**config.mk**
```make
export PLATFORM = sky130hd
export DESIGN_NAME = alu_cmd_queue
export DESIGN_NICKNAME = d
export VERILOG_FILES = /design/src/rtl/alu_cmd_queue.sv
export SDC_FILE = /design/constraint.sdc
export NUM_CORES = 1
export LEC_CHECK = 0
export ABC_AREA = 1
export BUFFER_PORTS_ARGS = -buffer_cell sky130_fd_sc_hd__buf_2
export CAP_MARGIN = 0
export CORE_ASPECT_RATIO = 1.75
export CORE_MARGIN = 2
export CORE_UTILIZATION = 40
export CTS_CLUSTER_DIAMETER = 30
export DETAILED_ROUTE_END_ITERATION = 6
export GPL_ROUTABILITY_DRIVEN = 1
export SLEW_MARGIN = 15
export SYNTH_ARGS = -nofsm -noshare
export SYNTH_HDL_FRONTEND = slang
export SYNTH_SLANG_ARGS = --single-unit
```
**constraint.sdc**
```tcl
create_clock -name clk -period 2.5 [get_ports clk]
set_clock_uncertainty 0.1 [all_clocks]
set_input_delay 0.25 -clock clk [delete_from_list [all_inputs] [get_ports clk]]
set_output_delay 0.25 -clock clk [all_outputs]
set_load 0.005 [all_outputs]
```
**src/rtl/alu_cmd_queue.sv**
```systemverilog
// -----------------------------------------------------------------------------
// alu_cmd_queue
//
// Command front-end for the 8-bit ALU core. Operation requests (one-hot
// opcode + two operands) are buffered in a small FIFO and replayed to the ALU
// one at a time using its load/persist protocol. A fixed number of cycles
// after the load, the ALU result is captured and offered on a valid/ready
// result port together with the opcode that produced it.
//
// Parameters
//   DEPTH    command FIFO entries (power of two, >= 2)
//   ALU_LAT  cycles from the ALU load cycle to a valid alu_out (>= 1)
//
// Optional feature macro
//   ALU_CMD_ERRCHK_EN  when defined, commands whose opcode is not exactly
//                      one-hot are accepted but discarded, and cmd_err pulses
//                      for one cycle. When undefined, cmd_err is tied low.
//
// Ports
//   clk          single clock, rising edge
//   rst          synchronous, active-low reset
//   cmd_valid    producer offers a command
//   cmd_ready    queue can accept (combinational, = !full)
//   cmd_op       one-hot ALU operation
//   cmd_a/cmd_b  operands
//   cmd_err      one-cycle pulse when a malformed command is dropped
//   alu_on       ALU enable
//   alu_in_sel   ALU input select {persist, load, reset}
//   alu_num1/2   operands to the ALU
//   alu_out_sel  operation to the ALU
//   alu_out      ALU result
//   res_valid    a result is held
//   res_ready    consumer accepts the result
//   res_data     captured result
//   res_op       opcode that produced res_data
//   dbg_state    current FSM state (IDLE=0, ISSUE=1, WAIT=2, HOLD=3)
//
// Handshake rule (both ports): a transfer happens on a rising edge where
// valid and ready are both high. The command producer may change cmd_* freely
// while cmd_valid is low; res_data/res_op stay frozen while res_valid is high
// and res_ready is low.
// -----------------------------------------------------------------------------
module alu_cmd_queue #(
  parameter int DEPTH   = 4,
  parameter int ALU_LAT = 2
) (
  input  logic       clk,
  input  logic       rst,
  input  logic       cmd_valid,
  output logic       cmd_ready,
  input  logic [6:0] cmd_op,
  input  logic [7:0] cmd_a,
  input  logic [7:0] cmd_b,
  output logic       cmd_err,
  output logic       alu_on,
  output logic [2:0] alu_in_sel,
  output logic [7:0] alu_num1,
  output logic [7:0] alu_num2,
  output logic [6:0] alu_out_sel,
  input  logic [7:0] alu_out,
  output logic       res_valid,
  input  logic       res_ready,
  output logic [7:0] res_data,
  output logic [6:0] res_op,
  output logic [1:0] dbg_state
);

  localparam int AW = (DEPTH > 1) ? $clog2(DEPTH) : 1;
  localparam int CW = $clog2(DEPTH + 1);
  localparam int LW = (ALU_LAT > 1) ? $clog2(ALU_LAT) : 1;
  localparam logic [LW-1:0] LAT_INIT = LW'(ALU_LAT - 1);
  localparam logic [CW-1:0] FULL_CNT = CW'(DEPTH);

  // ALU input-select encodings {persist, load, reset}
  localparam logic [2:0] SEL_RESET   = 3'b001;
  localparam logic [2:0] SEL_LOAD    = 3'b010;
  localparam logic [2:0] SEL_PERSIST = 3'b100;

  typedef enum logic [1:0] {
    IDLE  = 2'd0,
    ISSUE = 2'd1,
    WAIT  = 2'd2,
    HOLD  = 2'd3
  } state_t;

  typedef struct packed {
    logic [6:0] op;
    logic [7:0] a;
    logic [7:0] b;
  } cmd_t;

  state_t          state;
  cmd_t            mem [DEPTH];
  cmd_t            head;
  logic [AW-1:0]   wr_ptr;
  logic [AW-1:0]   rd_ptr;
  logic [CW-1:0]   count;
  logic [LW-1:0]   lat_cnt;

  logic            full;
  logic            push_hs;
  logic            wr_en;
  logic            pop;
  logic            start_issue;

  // ---------------------------------------------------------------------------
  // FIFO control
  // ---------------------------------------------------------------------------
  // cmd_ready depends only on the registered count, so a pop in the same
  // cycle never lets a full FIFO accept.
  assign full      = (count == FULL_CNT);
  assign cmd_ready = !full;
  assign push_hs   = cmd_valid && cmd_ready;
  assign head      = mem[rd_ptr];

  // The head is popped on the edge that ends the ISSUE cycle; the ALU
  // operand registers already latched it on the edge that entered ISSUE.
  assign pop = (state == ISSUE);

`ifdef ALU_CMD_ERRCHK_EN
  function automatic logic is_onehot(input logic [6:0] v);
    return (v != 7'd0) && ((v & (v - 7'd1)) == 7'd0);
  endfunction

  // Malformed commands complete the handshake but are never written.
  assign wr_en = push_hs && is_onehot(cmd_op);

  always_ff @(posedge clk) begin
    if (!rst) begin
      cmd_err <= 1'b0;
    end else begin
      cmd_err <= push_hs && !is_onehot(cmd_op);
    end
  end
`else
  assign wr_en   = push_hs;
  assign cmd_err = 1'b0;
`endif

  // Storage has no reset: an entry is only read after it has been written.
  always_ff @(posedge clk) begin
    if (wr_en) begin
      mem[wr_ptr] <= '{op: cmd_op, a: cmd_a, b: cmd_b};
    end
  end

  // Pointers wrap naturally at DEPTH (power of two); count disambiguates
  // full from empty.
  always_ff @(posedge clk) begin
    if (!rst) begin
      wr_ptr <= '0;
      rd_ptr <= '0;
      count  <= '0;
    end else begin
      if (wr_en) begin
        wr_ptr <= wr_ptr + 1'b1;
      end
      if (pop) begin
        rd_ptr <= rd_ptr + 1'b1;
      end
      case ({wr_en, pop})
        2'b10:   count <= count + 1'b1;
        2'b01:   count <= count - 1'b1;
        default: count <= count;
      endcase
    end
  end

  // ---------------------------------------------------------------------------
  // Issue FSM
  // ---------------------------------------------------------------------------
  // A new command is issued from IDLE whenever the queue is non-empty, or
  // from HOLD in the same cycle the held result is taken. An untaken result
  // therefore blocks further issue.
  assign start_issue = (count != '0) &&
                       ((state == IDLE) || ((state == HOLD) && res_ready));

  always_ff @(posedge clk) begin
    if (!rst) begin
      state       <= IDLE;
      lat_cnt     <= '0;
      alu_on      <= 1'b0;
      alu_in_sel  <= SEL_RESET;
      alu_num1    <= '0;
      alu_num2    <= '0;
      alu_out_sel <= '0;
      res_valid   <= 1'b0;
      res_data    <= '0;
      res_op      <= '0;
    end else begin
      alu_on <= 1'b1;

      case (state)
        IDLE: begin
          alu_in_sel <= SEL_PERSIST;
        end

        ISSUE: begin
          alu_in_sel <= SEL_PERSIST;
          lat_cnt    <= LAT_INIT;
          state      <= WAIT;
        end

        WAIT: begin
          alu_in_sel <= SEL_PERSIST;
          if (lat_cnt == '0) begin
            res_data  <= alu_out;
            res_op    <= alu_out_sel;
            res_valid <= 1'b1;
            state     <= HOLD;
          end else begin
            lat_cnt <= lat_cnt - 1'b1;
          end
        end

        HOLD: begin
          alu_in_sel <= SEL_PERSIST;
          if (res_ready) begin
            res_valid <= 1'b0;
            state     <= IDLE;
          end
        end

        default: begin
          alu_in_sel <= SEL_PERSIST;
          state      <= IDLE;
        end
      endcase

      // Entering ISSUE overrides the per-state defaults above: the FIFO head
      // is presented to the ALU together with the load select.
      if (start_issue) begin
        state       <= ISSUE;
        alu_in_sel  <= SEL_LOAD;
        alu_num1    <= head.a;
        alu_num2    <= head.b;
        alu_out_sel <= head.op;
      end
    end
  end

  assign dbg_state = state;

endmodule

```
* Word level (Yosys, flattened, before mapping)
Memories as Yosys holds them, arrays and structs flattened. A register that Yosys moved wholly into a read port is not among the register bits.
Cells that the tools add are included.
** Word-level totals
- Output and inout bits :: 47
- Memories kept :: 1
- Bits in writable memories :: 92
- Logic and storage cells :: 64
- Bits of input ports :: 35
- Register bits after elaboration :: 30
** Cells by class
- Mux-type cells :: 15
- Add/sub/neg operators :: 5
- Bitwise gates (word level) :: 2
- Equality and inequality tests :: 10
- Reduce and logical (&&, ||, !) cells :: 19
** Memories
- mem :: words 4, width 23, rd ports 1, clocked after Yosys merged registers in 1, write ports 1, RTL line 93 : cmd_t mem [DEPTH];
** Operator list (count)
- 3-bit AND reduction :: 3
- 1-bit two-way mux :: 7
- 2-bit equality test (second input constant) :: 3
- 2-bit two-way mux :: 3
- 3-bit != test (second input constant) :: 2
- 2-bit one-hot mux with 3 select lines :: 1
- 3-bit one-hot mux with 2 select lines :: 1
- 2-bit nonzero test :: 3
- 3-bit nonzero test :: 2
- 2-bit by 1-bit adder with 2-bit output (second input constant) :: 2
- 2-bit by 1-bit equality test with 1-bit output (second input constant) :: 2
- 2-bit != test (second input constant) :: 2
- 1-bit one-hot mux with 2 select lines :: 2
- 4-bit nonzero test :: 1
- 4-bit OR reduction :: 1
- 3-bit by 1-bit adder with 3-bit output (second input constant) :: 1
- 3-bit equality test (second input constant) :: 1
- 1-bit logical AND :: 3
- 3-bit two-way mux :: 1
- 3-bit by 1-bit subtractor with 3-bit output (second input constant) :: 1
- 1-bit logical NOT :: 2
- 2-bit logical NOT :: 1
- 1-bit inverter :: 2
- 2-bit AND reduction :: 1
- other kinds (3) :: 3

* Longest topological paths before layout
Gate-level depths: netlist of the first run.
- Depth in word-level cells :: 6
- Gate-level depth with buffers :: 10
- Mapped depth without buffers :: 10

* Worst setup path before layout of the first run
OpenSTA, ideal clock, no wires.
- Kind :: register to register
- Start :: register count[0]
- End :: memory mem[0][0] in the netlist's numbering (enable)
- Path slack :: 0.292 ns
- Clock period less this slack :: 2.208 ns
- Buffers on the path :: 0
- Library setup time :: 0.403 ns
- Required time :: 1.997 ns
- Arrival time :: 1.705 ns
- Stages on the path, launching flop included :: 5
- Cells stage by stage :: dfxtp_1 -> nor2_4 -> nand2_1 -> nand2_1 -> nor2_1
** On the way
- Cells in the longest elaborated chain, start to end :: 5
** Ends and longest elaborated chain
- from (decl) :: RTL line 97 : logic [CW-1:0] count;
- from (signal assigned) :: RTL line 162 : 2'b10: count <= count + 1'b1;
- from (signal assigned) :: RTL line 163 : 2'b01: count <= count - 1'b1;
- from (signal assigned) :: RTL line 164 : default: count <= count;
- 3-bit equality test :: RTL line 111 : assign full = (count == FULL_CNT);
- 1-bit logical NOT :: RTL line 112 : assign cmd_ready = !full;
- net cmd_ready :: RTL line 50 : output logic cmd_ready,
- 1-bit logical AND :: RTL line 113 : assign push_hs = cmd_valid && cmd_ready;
- 1-bit two-way mux :: RTL line 142 : if (wr_en) begin
- 1-bit two-way mux (implied by the code) :: RTL line 143 : mem[wr_ptr] <= '{op: cmd_op, a: cmd_a, b: cmd_b};
- to (decl) :: RTL line 93
The timed path passes the listed nets, and every way through them passes these cells.

* Worst setup path in the final report of the first run
- Start :: register count[0]
- End :: register count[2]
** On the way
- Cells in the longest elaborated chain, start to end :: 5
- Elaborated cells on any way between the ends :: 9
- Classes of those cells :: add/sub (2); eq/ne (3); mux (1); reduce/logical (3)
** Ends and longest elaborated chain
- 3-bit equality test :: RTL line 111
- 1-bit logical NOT :: RTL line 112
- 1-bit logical AND :: RTL line 113
- 2-bit by 1-bit equality test with 1-bit output or 2-bit equality test (tied branches) :: RTL line 161 : case ({wr_en, pop})
- 3-bit one-hot mux with 2 select lines or 2-bit nonzero test (tied branches)
Parallel ways exist; a longest one is shown, timed or not.
A chain may end at the register's enable or synchronous reset.

==> results.py, run 1 <==
metrics = {
    "critical_path": {
        "crit_path_max_fanout": 8,
        "worstSetupEndpointType": "flip-flop",
        "required_ns": 2.71,
        "critPathLaunchType": "flip-flop",
        "arrival_ns": 2.35,
        "crit_type": "reg -> reg",
    },
    "routing": {
        "ant_nets": 0,
        "dr.pass1.iters": 4,
        "dr_total_vias": 3956,
        "drt_iter0_drc": 207,
        "drcViolationCount": 0,
        "wl_per_cell_um": 14.4,
        "route.met3.wl_um": 576,
        "wl_um": 12000,
        "met2_length_um": 6400,
        "avgViaCountPerCell": 4.73,
        "wl_met1_um": 4830,
        "top_layer": "met4",
    },
    "synthesis": {
        "synthAdderAreaFrac": 0.0236,
        "synth_nets": 577,
        "synth_top_family_by_area": "simple AND/OR/NAND/NOR gates",
        "muxShareOfSynthArea": 0,
        "synth_cells": 532,
        "synth_area_per_cell_sq_um": 10.6,
        "synth_flop_cell": "edfxtp_1",
        "synth.most_common_cell": "nor2_1",
        "synth.distinct_cells": 23,
        "yosys.area_share.xor_xnor": 0,
        "netlist_top_cells_count": "nor2_1, nand2_1, edfxtp_1",
        "synthSimpleGateAreaFrac": 0.176,
        "synthTopCellsByArea": "edfxtp_1, dfxtp_1, nor2_1",
        "synth_top_area_share": 0.492,
        "synth_edf_count": 92,
        "synth_compound_gate_area_share": 0.0698,
        "ys_seq_elements": 145,
        "synth_area_sq_mm": 0.00561,
        "async_reset_ff_frac": 0,
        "seq_area_frac_synth": 0.681,
        "yosysTopAreaCell": "edfxtp_1",
        "yosys_warnings": 0,
    },
    "sta": {
        "fin_hold_ws_ns": 0.0787,
        "slew_headroom": 0.472,
        "hold_viol": 0,
        "post-route-period-util": 0.857,
        "rsz0062_at_grt": "no",
        "worst_pin_slew_ns": 0.790,
        "finalSetupViolCount": 0,
        "fin_crit_ns": 2.14,
        "layout_setup_ws_ns": 0.358,
        "final_max_slew_viol_count": 0,
        "maxClockFrequency_mhz": 467,
        "tns_ns": 0,
    },
    "power": {
        "peakVddDrop_uv": 481,
        "p_leak_nw": 2.99,
        "p_per_area_mw_per_mm2": 1090,
        "total_power_w": 0.00771,
    },
    "floorplanning": {
        "dieArea_sq_mm": 0.0150,
        "rows": 57,
        "die_w_um": 93.6,
        "start_util": 0.406,
        "core-area_sq_mm": 0.0138,
        "die_h_um": 161,
        "pin_count": 82,
    },
    "worst_hold_path": {
        "hp-class": "in -> reg",
    },
    "clock_tree": {
        "clk_pin_slew_ns": 0.06,
        "clk_latency_ns": 0.41,
        "cts_buffers": 17,
        "cts.path.max_buffers": 2,
        "clock-sinks": 145,
        "cts_tree": "done",
        "post_cts_buffers": 0,
        "cts_max_level": 4,
        "cts.root.buffer_cell": "clkbuf_16",
    },
    "placed_design": {
        "portBuffers": 80,
        "place_ws_ns": 0.347,
        "gp_congestion": 0.717,
        "dp.cells": 773,
        "hpwl_um": 7250,
    },
    "global_routing": {
        "grt_pass1_vias": 3891,
        "grt_overflow": 0,
        "grt_pass1_wl_um": 18900,
        "grt_util_all_layers": 0.167,
        "antenna_found_initial": 0,
        "grt_start_max_net_pins": 48,
    },
    "final_layout": {
        "n_antenna_cell": 0,
        "fin_cells": 836,
        "layout-drive-gt1-share": 0.202,
        "fillerInstances": 1254,
        "nets": 691,
        "area_growth_syn_to_layout_pct": 25.4,
    },
    "status": {
        "status": "finished, final reports clean",
    },
    "job": {
        "drv_cap": 0,
    },
}
-- cell usage in the layout, fill, tap and decap left out --
cell	count
nor2_4	3
buf_2	80
fa_1	1
nand2_1	109
o21ai_1	29
dfxtp_2	1
dfxtp_1	52
bufinv_16	4
nor3_1	1
clkinv_2	3
clkbuf_1	1
inv_2	3
ha_1	9
conb_1	1
nand3_1	1
buf_4	8
edfxtp_1	92
dlygate4sd3_1	31
clkinvlp_4	2
o21ai_0	40
inv_6	2
clkinv_4	2
a21oi_4	1
nor2_2	4
clkinv_1	1
clkbuf_16	17
a21oi_1	6
nor2_1	134
inv_1	18
nand2_2	3
-- cells by family (layout without fill, tap and decap cells) --
kind of cell	count (synthesis)	after routing
compound gates	76	76
fa+ha+maj	10	10
buf+inv	45	172
flops	145	145
other cells	1	1
simple gates	255	255
-- worst max-delay path, cell delays in order, from the launching register on --
cell and delay (ns):
dfxtp_1 0.44, nor2_4 0.07, nand2_1 0.08, nand2_1 0.20
ha_1 0.32, fa_1 0.39, nor2_1 0.16, nor2_1 0.06
o21ai_0 0.16, nor2_1 0.05
-- power breakdown --
group	switching [W]	internal [W]	leakage (nW)
clock	0.000962	0.00167	0.298
combinational	0.00117	0.000669	1.42
sequential	0.000241	0.00299	1.28
-- sequential cells by signal, summed over array words and instances, names as in the netlist --
| name | flops |
|---|---|
| alu_in_sel | 3 |
| alu_num1 | 8 |
| alu_num2 | 8 |
| alu_on | 1 |
| alu_out_sel | 7 |
| count | 3 |
| dbg_state | 2 |
| lat_cnt | 1 |
| mem | 92 |
| rd_ptr | 2 |
| res_data | 8 |
| res_op | 7 |
| res_valid | 1 |
| wr_ptr | 2 |
-- final timing paths --
kind	cells after the start	to	slack (ns)	startpoint
setup reg to reg	9	count[2]	0.36	count[0]
hold / removal	1	alu_on	0.08	rst
hold reg to reg	2	alu_num2[2]	0.35	alu_num2[2]
setup / recovery	9	count[2]	0.36	count[0]
-- metrics by stage --
step | util | area, sq um
after floorplan | - | 5610
after CTS | 0.509 | 7040
after global routing | 0.509 | 7040
after detailed placement | 0.442 | 6110
after global placement | 0.442 | 6110
final | 0.509 | 7040
-- metal layers --
| layer | track usage | up-vias |
|---|---|---|
| met2 | 0.311 | 112 |
| met3 | 0.0422 | 17 |
| met5 | 0 | - |
| met4 | 0.0665 | 0 |
| met1 | 0.176 | 1852 |
| li1 | - | 1975 |
-- layout make-up --
cell class,instances,area (sq um),area share
Sequential cell,145,3820,0.543
Multi-Input combinational cell,342,1530,0.217
Timing Repair Buffer,119,771,0.109
Clock buffer,18,429,0.0609
Tap cell,177,221,0.0314
Clock inverter,14,189,0.0268
Inverter,21,78.8,0.0112
-- repair_timing --
action                    CTS  global route
hold buffers               31             0
gates resized for setup     0             0
hold endpoints to repair  100             0
Note: power is estimated with default switching activity, not from simulation.
==> run 2, diff against run 1 <==
Settings changed: CELL_PAD_IN_SITES_DETAIL_PLACEMENT set to 0, CELL_PAD_IN_SITES_GLOBAL_PLACEMENT set to 1, PLACE_DENSITY_LB_ADDON set to 0.1.
==> run 2 against run 1 <==
Non-clock buffer count up 1. Worst setup slack better by 0.050 ns. Critical path type unchanged. Hold slack gained 0.0084 ns.
==> results.py, run 2 (synthesis gave the netlist of run 1 again) <==
metrics = {
    "floorplanning": {
        "die_h_um": 161,
        "rows": 57,
        "start_util": 0.406,
        "pin_count": 82,
        "core-area_sq_mm": 0.0138,
        "die_w_um": 93.6,
        "dieArea_sq_mm": 0.0150,
    },
    "routing": {
        "ant_nets": 0,
        "drt_iter0_drc": 180,
        "dr.pass1.iters": 4,
        "wl_per_cell_um": 14.2,
        "wl_um": 11900,
        "avgViaCountPerCell": 4.69,
        "dr_total_vias": 3927,
        "drcViolationCount": 0,
    },
    "critical_path": {
        "arrival_ns": 2.30,
        "path_buf_inv": 0,
        "cp_top_family": "adder cells",
        "crit_path_max_fanout": 8,
        "timing.rr.start": "count[0]",
        "crit_chain": "nor2_4, nand2_1, nand2_1, ha_1, fa_1, nor2_1, nor2_1, o21ai_0, nor2_1",
        "crit_slowest_cell": "dfxtp_1",
        "worstSetupEndpointType": "flip-flop",
        "cp-startpoint": "count[0]",
        "slowest_delay_ns": 0.44,
        "path_common_cell": "nor2_1",
        "crit_type": "reg -> reg",
        "critPathLaunchType": "flip-flop",
        "required_ns": 2.71,
    },
    "sta": {
        "worst_pin_slew_ns": 0.810,
        "tns_ns": 0,
        "layout_setup_ws_ns": 0.408,
        "post-route-period-util": 0.837,
        "hold_viol": 0,
        "slew_headroom": 0.459,
        "finalSetupViolCount": 0,
        "rsz0062_at_grt": "no",
        "maxClockFrequency_mhz": 478,
        "fin_crit_ns": 2.09,
        "final_max_slew_viol_count": 0,
    },
    "clock_tree": {
        "clock-sinks": 145,
        "cts.path.max_buffers": 2,
        "cts_buffers": 17,
        "hold_buffers": 30,
        "cts_max_level": 4,
        "clk_pin_slew_ns": 0.06,
        "clk_latency_ns": 0.41,
        "post_cts_resized": 0,
        "cts.root.buffer_cell": "clkbuf_16",
        "cts_tree": "done",
        "post_cts_buffers": 0,
    },
    "power": {
        "p_int_w": 0.00515,
        "clockPowerShare": 0.329,
        "peakVddDrop_uv": 478,
        "p_leak_nw": 2.98,
        "p_per_area_mw_per_mm2": 1080,
        "pwr-share-seq": 0.425,
        "p_sw_w": 0.00240,
        "total_power_w": 0.00755,
        "sw_frac_of_total": 0.318,
        "combPwrFrac": 0.246,
    },
    "final_layout": {
        "nets": 692,
        "final_common_cell": "nor2_1",
        "area_growth_syn_to_layout_pct": 25.0,
        "n_antenna_cell": 0,
        "largest_reg_flops": 92,
        "regMostFlops": "mem",
        "layout-drive-gt1-share": 0.202,
        "fillerInstances": 1306,
        "final_cell_mix": "nor2_1, nand2_1, edfxtp_1",
    },
    "job": {
        "drv_cap": 0,
    },
    "global_routing": {
        "antenna_found_initial": 0,
        "grt_overflow": 0,
        "grt_start_max_net_pins": 48,
        "grt_pass1_wl_um": 19300,
        "grt_util_all_layers": 0.168,
        "grt_pass1_vias": 3849,
    },
    "placed_design": {
        "hpwl_um": 7110,
        "gp_congestion": 0.726,
        "portBuffers": 80,
        "place_ws_ns": 0.396,
    },
    "worst_hold_path": {
        "hold_start": "rst",
        "hp-class": "in -> reg",
    },
    "status": {
        "status": "finished, final reports clean",
    },
}
-- run 2: cell type report --
class | instances | area (sq um) | area share
sequential | 145 | 3820 | 0.545
inverter | 21 | 78.8 | 0.0112
multi-input combinational | 342 | 1530 | 0.218
clock buffer | 18 | 429 | 0.0612
tap | 177 | 221 | 0.0316
timing repair buffer | 120 | 778 | 0.111
clock inverter | 14 | 155 | 0.0221
-- run 2: per-stage QoR --
stage          cells  utilization  hold WS [ns]  cell area [sq um]
2_1_floorplan    532            -         0.178               5610
3_3_place_gp     774        0.442         0.330               6120
3_5_place_dp     774        0.442         0.333               6120
4_1_cts          836        0.506       0.00208               7010
5_1_grt          837        0.507        0.0894               7020
6_report         837        0.507        0.0871               7020
-- run 2: worst register-to-register path, delay by kind of cell, from the launching register on --
family                   cells  cell delay (ns)
AO/OA/AOI/OAI                1             0.14
adder cells (fa/ha/maj)      2             0.71
flip-flops                   1             0.44
AND/OR/NAND/NOR              6             0.60
-- run 2: layer usage --
layer / GRT usage / vias to the layer above / routed length [um]
li1: - / 1976 / -
met1: 0.189 / 1856 / 4990
met2: 0.303 / 82 / 6220
met3: 0.0422 / 13 / 473
met4: 0.0573 / 0 / 179
met5: 0 / - / 0
-- run 2: worst paths after layout --
| kind | endpoint | slack (ns) | depth (start not counted) |
|---|---|---|---|
| min | alu_on | 0.09 | 1 |
| max reg2reg | count[2] | 0.41 | 9 |
| max | count[2] | 0.41 | 9 |
| min reg2reg | alu_num2[3] | 0.35 | 2 |
-- run 2: power groups by stage --
stage	logic, W	registers [W]	clock network, W
floorplan	0.00130	0.00326	0
global placement	0.00186	0.00324	0
detailed placement	0.00188	0.00326	0
CTS	0.00192	0.00321	0.00253
global route	0.00218	0.00326	0.00265
finish	0.00186	0.00321	0.00249
==> run 3, diff against run 2 <==
Clock period 2.5 ns to 1.68 ns, I/O delays scaled along.
==> run 3 against run 2 <==
Sequential share of layout area is 2.6 points lower. Critical endpoint is now count[1]. Combinational power is 91% higher. Highest routed layer unchanged. First-iteration DRC count is 21% higher. Fmax is 30% higher. Global-route usage is 0.24 points higher. Largest power group unchanged. Hold slack better by 0.078 ns. Critical path depth is 2 lower. Largest cell class unchanged. Power is 57% higher. Sequential power is 49% higher. Critical path type unchanged.
==> results.py, run 3 (synthesis gave the netlist of run 1 again) <==
metrics = {
    "placed_design": {
        "dp.cells": 790,
        "hpwl_um": 7320,
        "place_ws_ns": -0.0230,
        "portBuffers": 80,
        "place_area_sq_mm": 0.00638,
        "gp_congestion": 0.764,
    },
    "sta": {
        "final_max_slew_viol_count": 0,
        "worst_pin_slew_ns": 0.818,
        "hold_viol": 0,
        "rsz0062_at_grt": "yes",
        "post-route-period-util": 0.958,
        "fin_crit_ns": 1.61,
        "slew_headroom": 0.454,
        "layout_setup_ws_ns": 0.0713,
        "tns_ns": 0,
        "finalSetupViolCount": 0,
        "maxClockFrequency_mhz": 622,
        "fin_hold_ws_ns": 0.165,
    },
    "critical_path": {
        "required_ns": 1.88,
        "arrival_ns": 1.81,
        "crit_slowest_cell": "fa_2",
        "rrSetupSlack_ns": 0.07,
        "crit_type": "reg -> reg",
        "crit_chain": "nor2_4, nand2_2, nand2_4, ha_4, fa_2, o21ai_0, nor2_1",
        "r2r_end": "count[1]",
        "slowest_delay_ns": 0.41,
        "timing.rr.start": "count[0]",
        "crit_path_max_fanout": 2,
        "setup.worst_path.end": "count[1]",
        "critPathLaunchType": "flip-flop",
        "worstSetupEndpointType": "flip-flop",
        "ff2ff_path_depth": 7,
        "cp-startpoint": "count[0]",
    },
    "routing": {
        "ant_nets": 0,
        "avgViaCountPerCell": 4.63,
        "drcViolationCount": 0,
        "dr.pass1.iters": 4,
        "wl_per_cell_um": 14.4,
        "drt_iter0_drc": 217,
        "wl_um": 12400,
        "dr_total_vias": 3984,
    },
    "global_routing": {
        "grt_pass1_vias": 3938,
        "grt_util_all_layers": 0.170,
        "grt_overflow": 0,
        "antenna_found_initial": 0,
        "grt_start_max_net_pins": 48,
        "grt_pass1_wl_um": 19600,
    },
    "final_layout": {
        "nets": 715,
        "largest_reg_flops": 92,
        "final_common_cell": "nor2_1",
        "fin_area_sq_mm": 0.00739,
        "layout-drive-gt1-share": 0.249,
        "n_antenna_cell": 0,
        "area_growth_syn_to_layout_pct": 31.6,
        "final_cell_mix": "nor2_1, nand2_1, edfxtp_1",
        "regMostFlops": "mem",
        "fin_cells": 860,
    },
    "power": {
        "peakVddDrop_uv": 886,
        "p_leak_nw": 3.13,
        "p_per_area_mw_per_mm2": 1600,
    },
    "floorplanning": {
        "pin_count": 82,
        "core-area_sq_mm": 0.0138,
        "start_util": 0.406,
        "rows": 57,
        "die_h_um": 161,
        "die_w_um": 93.6,
        "dieArea_sq_mm": 0.0150,
    },
    "clock_tree": {
        "clock-sinks": 145,
        "cts.root.buffer_cell": "clkbuf_16",
        "cts_buffers": 17,
        "cts_max_level": 4,
        "clk_pin_slew_ns": 0.06,
        "cts_tree": "done",
        "cts.path.max_buffers": 2,
        "clk_latency_ns": 0.41,
    },
    "job": {
        "drv_cap": 0,
    },
    "status": {
        "status": "finished, final reports clean",
    },
    "worst_hold_path": {
        "hold_start": "res_ready",
        "hold_depth": 7,
        "hp-class": "in -> reg",
    },
}
-- run 3: changes by cell type in the layout (fill, tap and decap cells not counted), sizes merged --
cell and change:
bufinv -1, clkinvlp +1, buf +20, inv -2, clkbuf +4, dlygate4sd3 +1
-- run 3: worst min path at each step --
stage	to	slack [ns]
2_1_floorplan	alu_on	0.1
3_3_place_gp	mem[2][11]	0.28
3_5_place_dp	mem[2][14]	0.28
4_1_cts	res_valid	0.17
5_1_grt	count[1]	0.19
6_report	dbg_state[0]	0.17
-- run 3: power breakdown --
part / leakage [nW] / internal, W / total, W / switching [W]
registers: 1.28 / 0.00447 / 0.00477 / 0.000295
clock network: 0.265 / 0.00208 / 0.00351 / 0.00143
logic: 1.58 / 0.00152 / 0.00356 / 0.00204
total: 3.13 / 0.00807 / 0.0118 / 0.00376
-- run 3: worst max-delay path: cells and delay by family (launching register included) --
| kind | cells | cell delay [ns] |
|---|---|---|
| compound gates | 1 | 0.17 |
| flops | 1 | 0.35 |
| fa+ha+maj | 2 | 0.55 |
| simple gates | 4 | 0.34 |
-- run 3: through the flow --
stage | utilization | total power (W)
after global placement | 0.461 | 0.00802
after CTS | 0.526 | 0.0117
final | 0.534 | 0.0118
after global routing | 0.534 | 0.0126
after detailed placement | 0.461 | 0.00809
after floorplan | - | 0.00685
-- run 3: area by class of cell --
type / instances / area, sq um
Fill cell: 1297 / 6450
Sequential cell: 145 / 3830
Multi-Input combinational cell: 342 / 1600
Timing Repair Buffer: 143 / 1100
Clock buffer: 20 / 447
Tap cell: 177 / 221
Clock inverter: 12 / 110
Inverter: 21 / 78.8
-- run 3: what timing repair did --
action	4_1_cts	5_1_grt
pin swaps	2	4
endpoints found under the setup margin	2	26
resized for setup	1	13
hold endpoints to repair	103	0
setup buffers	2	1
hold buffers	32	0
gates cloned	0	3
-- run 3: layer usage --
layer  routed length, um  GRT usage  vias up
li1                    -          -     2023
met1                5160      0.192     1852
met2                6550      0.304       94
met3                 493     0.0446       15
met4                 187     0.0613        0
met5                   0          0        -
